File: config.mk
export PLATFORM = sky130hd
export DESIGN_NAME = regfile
export DESIGN_NICKNAME = d
export VERILOG_FILES = /design/src/rtl/regfile.sv
export SDC_FILE = /design/constraint.sdc
export NUM_CORES = 2
export LEC_CHECK = 0
export ABC_AREA = 1
export CORE_ASPECT_RATIO = 1.1
export CORE_MARGIN = 2
export CORE_UTILIZATION = 33
export CTS_CLUSTER_DIAMETER = 80
export DETAILED_ROUTE_END_ITERATION = 6
export DONT_BUFFER_PORTS = 1
export GPL_ROUTABILITY_DRIVEN = 0
export PLACE_DENSITY = 0.44
export SLEW_MARGIN = 40
export SYNTH_ARGS = -nofsm -noshare
export SYNTH_HDL_FRONTEND = slang
export SYNTH_SLANG_ARGS = --single-unit
File: constraint.sdc
create_clock -name clk -period 2.8 [get_ports clk]
set_input_delay 0.56 -clock clk [delete_from_list [all_inputs] [get_ports clk]]
set_output_delay 0.56 -clock clk [all_outputs]
set_load 0.05 [all_outputs]
File: src/rtl/regfile.sv
// rtl/regfile.sv - RV32I architectural register file with write counter
//
// Purpose: holds x0..x(2**ADDR_W-1) for the pipeline. Two combinational read
// ports serve decode, one write port serves write-back. x0 always reads as
// zero and is never written. write_count tallies committed non-x0 writes.
//
// Optional feature macro: REGFILE_BYPASS_EN
//   defined   -> write-first: a same-cycle write to the read index is
//                returned on the read port in that cycle.
//   undefined -> read-old: a read returns the stored value; the new value is
//                visible from the cycle after the write edge.
//
// Ports:
//   clk            in   rising-edge clock
//   rst            in   synchronous reset, active-high
//   write_flag     in   write-back valid this cycle
//   write_address  in   destination register index (ADDR_W)
//   write_data     in   value to commit (DATA_W)
//   read1_flag     in   decode requests operand 1
//   read1_address  in   operand-1 register index (ADDR_W)
//   read1_data     out  operand-1 value, combinational (DATA_W)
//   read2_flag     in   decode requests operand 2
//   read2_address  in   operand-2 register index (ADDR_W)
//   read2_data     out  operand-2 value, combinational (DATA_W)
//   write_count    out  committed non-x0 writes since reset, wraps (CNT_W)

module regfile #(
  parameter int DATA_W = 32,
  parameter int ADDR_W = 5,
  parameter int CNT_W  = 32
) (
  input  logic              clk,
  input  logic              rst,
  input  logic              write_flag,
  input  logic [ADDR_W-1:0] write_address,
  input  logic [DATA_W-1:0] write_data,
  input  logic              read1_flag,
  input  logic [ADDR_W-1:0] read1_address,
  output logic [DATA_W-1:0] read1_data,
  input  logic              read2_flag,
  input  logic [ADDR_W-1:0] read2_address,
  output logic [DATA_W-1:0] read2_data,
  output logic [CNT_W-1:0]  write_count
);

  localparam int NREG = 1 << ADDR_W;
  localparam logic [CNT_W-1:0] CNT_ONE = {{(CNT_W-1){1'b0}}, 1'b1};

  logic [DATA_W-1:0] regs_q [NREG];
  logic [DATA_W-1:0] regs_d [NREG];
  logic [CNT_W-1:0]  count_q;
  logic [CNT_W-1:0]  count_d;

  // A write commits only to a non-zero index; x0 stays hard-wired to zero.
  logic write_en;
  assign write_en = write_flag && (write_address != '0);

  always_comb begin
    regs_d  = regs_q;
    count_d = count_q;
    if (write_en) begin
      regs_d[write_address] = write_data;
      count_d               = count_q + CNT_ONE;
    end
  end

  // Reset has priority over a simultaneous write, which is dropped uncounted.
  always_ff @(posedge clk) begin
    if (rst) begin
      for (int i = 0; i < NREG; i++) begin
        regs_q[i] <= '0;
      end
      count_q <= '0;
    end else begin
      regs_q  <= regs_d;
      count_q <= count_d;
    end
  end

  always_comb begin
    read1_data = '0;
    if (!rst && read1_flag && (read1_address != '0)) begin
      read1_data = regs_q[read1_address];
`ifdef REGFILE_BYPASS_EN
      if (write_en && (write_address == read1_address)) begin
        read1_data = write_data;
      end
`endif
    end
  end

  always_comb begin
    read2_data = '0;
    if (!rst && read2_flag && (read2_address != '0)) begin
      read2_data = regs_q[read2_address];
`ifdef REGFILE_BYPASS_EN
      if (write_en && (write_address == read2_address)) begin
        read2_data = write_data;
      end
`endif
    end
  end

  assign write_count = count_q;

endmodule

==> results.yml <==
run_status:
  outcome: "finished with violations"
  violations: "DRC, setup timing"
clock_network:
  cts_tree: "yes"
  clk_latency_ns: 0.80
  clock-sinks: 1056
  cts-htree-levels: 4
  cts_root_buf: "clkbuf_16"
  clkSlewWorstSetupHoldPaths_ns: 0.06
  numCtsBuffers: 138
  cts_buffer_depth: 3
detailed_routing:
  drc_errors: 1
  dr.pass1.iters: 7
  vias: 65900
  route.met2.wl_um: 138000
  drtIter0Drc: 7953
  wl_met1_um: 131000
  ant_nets: 0
  vias_per_cell: 5.68
  wl_met3_um: 28600
  maxUsedRoutingLayer: "met4"
  wl_um: 315000
  wl_per_cell_um: 27.1
synthesis:
  synth_edf_count: 0
  synth.cell_area_um2: 56600
  async_flop_share: 0
  ys_seq_area_frac: 0.373
  synth_fp_nets: 9284
  netlist_instances: 9231
  synth_seq_cells: 1056
  yosys_warnings: 0
  synthTopCellsByArea: "dfxtp_1, nor2_1, nand2_1"
  synth_flop_cell: "dfxtp_1"
  synth_cell_type_count: 29
  synth_top_area_frac: 0.373
  avgSynthCellArea_um2: 6.14
  ys_top_cells_by_count: "nor2_1, nand2_1, o21ai_0, dfxtp_1, a21oi_1"
  yosysMostFrequentCell: "nor2_1"
  yosysTopAreaCell: "dfxtp_1"
timing:
  fin_ws_ns: -0.534
  slew_violations: 0
  holdWs_ns: 0.0588
  hold_violations: 0
  period_needed_ns: 3.33
  setup_viol: 64
  clock_skew_ns: 0.00503
  slew_headroom: 0.186
  tightest_slew_ns: 1.22
  max_freq_mhz: 300
  post-route-period-util: 1.19
  rsz0062_at_grt: "yes"
floorplanning:
  core_um2: 171000
  start_util: 0.332
  ios: 148
  die_area_um2: 175000
  chipWidth_um: 399
  row_count: 159
  die_h_um: 439
cells_and_area:
  layout.cells.non_filler: 11600
  drive_gt1_frac: 0.164
  nNetsFinal: 9296
  syn_to_final_growth_pct: 31.0
setup_path:
  crit_path_max_incr_delay_ns: 0.25
  crit_buf_inv: 5
  slowest_stage: "clkinv_16"
  crit_fanout: 225
  arrival_ns: 2.77
  end_kind: "primary output"
  critPathRequiredTime_ns: 2.24
  cp_cell_sequence: "clkinv_16, nor2_4, buf_12, buf_12, clkbuf_16, nand3_1, nand2_1, nor2_1, nand2_2, nand2_2, nor2_1, nor2_4, buf_12"
  critPathMostFrequentCell: "buf_12"
  worstSetupStartpointType: "primary input"
  cp_top_family: "buffers and inverters"
  crit_type: "in -> out"
place:
  dpl.hpwl_um: 165000
  pre_cts_ws_ns: -0.395
  place_inst: 11100
  port_buffers: 0
grt:
  grt_overflow: 0
  grt_pass1_wl_um: 417000
  grt_max_degree: 736
  grtUsageTotal: 0.321
  grt_pass1_vias: 58900
  antenna_found_initial: 5
run:
  maxCapViolCount: 0
power_and_ir_drop:
  ir_drop_mv: 0.700
  total_power_w: 0.0406
  p_leak_nw: 29.8
  powerDensity_nw_per_um2: 548
worst_hold_path:
  hold_path_class: "in -> reg"
[report_power, final]
| part | switching (W) | internal, W | total, W |
|---|---|---|---|
| registers | 0.000125 | 0.0152 | 0.0153 |
| logic | 0.00401 | 0.00227 | 0.00628 |
| clock network | 0.00756 | 0.0114 | 0.0190 |
| total | 0.0117 | 0.0289 | 0.0406 |
[placed cells by master (no fill, tap or decap), types with 11 or more instances in the layout]
cell type and n:
nand2_2 128, o211ai_1 253, nand3_4 22, clkinv_2 19, nor2_4 123, clkbuf_1 25
nand4_1 12, nor2_2 43, nand2_4 39, buf_12 232, inv_1 418, a21oi_1 697
buf_4 271, o21ai_0 1078, nand2_1 1632, inv_2 37, clkbuf_8 35, a21oi_2 72
o21ai_1 208, dfxtp_1 1025, nand3_2 108, dfxtp_2 31, buf_16 48, clkbuf_16 198
buf_8 25, nor2_1 1939, bufinv_16 11, buf_6 50, nand3_1 500
[registers in the layout, indices dropped and copies added, names as in the netlist]
name and count:
regs_q 1024, write_count 32
[final cells by class]
type,instances,area (um^2)
Fill cell,17600,96500
Multi-Input combinational cell,6894,33200
Sequential cell,1056,21200
Timing Repair Buffer,684,10300
Clock buffer,206,4230
Tap cell,2254,2820
Inverter,467,1880
Clock inverter,42,533
Timing Repair inverter,2,36.3
Antenna cell,4,10.0
[worst paths after layout]
kind,startpoint,end,slack [ns],cells after the start
hold reg to reg,regs_q[1018]$_SDFFE_PP0P_,regs_q[1018]$_SDFFE_PP0P_,0.44,2
setup / recovery,read2_address[1],read2_data[17],-0.53,13
hold / removal,write_flag,write_count[5]$_SDFFE_PP0P_,0.06,3
setup reg to reg,write_count[2]$_SDFFE_PP0P_,write_count[18]$_SDFFE_PP0P_,0.89,8
[timing repair]
item | in CTS | in global routing
pin swaps | 113 | 278
gates resized for setup | 367 | 549
hold buffers | 37 | 0
cloned | 17 | 72
setup buffers | 19 | 122
endpoints found under the setup margin | 64 | 64
hold endpoints to repair | 1028 | 0
[layer usage]
layer / up-vias / GRT usage
met5: - / 0
met1: 31600 / 0.432
met4: 0 / 0.147
met2: 3600 / 0.503
met3: 706 / 0.0500
li1: 30100 / -
[worst register-to-register path, cell delays in order (launching register included)]
cell	delay (ns)
dfxtp_1	0.30
buf_4	0.23
nand3_1	0.25
inv_1	0.13
nand2_1	0.09
nor3_1	0.43
nand2_1	0.13
o21ai_0	0.19
nor2_1	0.06
[kinds of logic (layout without fill, tap and decap cells)]
family | Yosys count | after routing | share of synthesized area
DFF | 1056 | 1056 | 0.373
buffers and inverters | 1281 | 1401 | 0.0897
xor gates and xnor gates | 9 | 9 | 0.00139
other | 0 | 4 | 0
AOI/OAI and AO/OA | 2325 | 2325 | 0.217
adders and majority gates | 1 | 1 | 0.000221
and+or+nand+nor | 4559 | 4559 | 0.319
[per-stage QoR]
stage,area [um^2],TNS (ns),util
2_1_floorplan,56800,0,-
3_3_place_gp,61900,-14.39,0.363
3_5_place_dp,62000,-13.12,0.363
4_1_cts,69400,-0.948,0.407
5_1_grt,74200,-13.43,0.435
6_report,74200,-24.84,0.435
(Power assumes the default switching activity.)
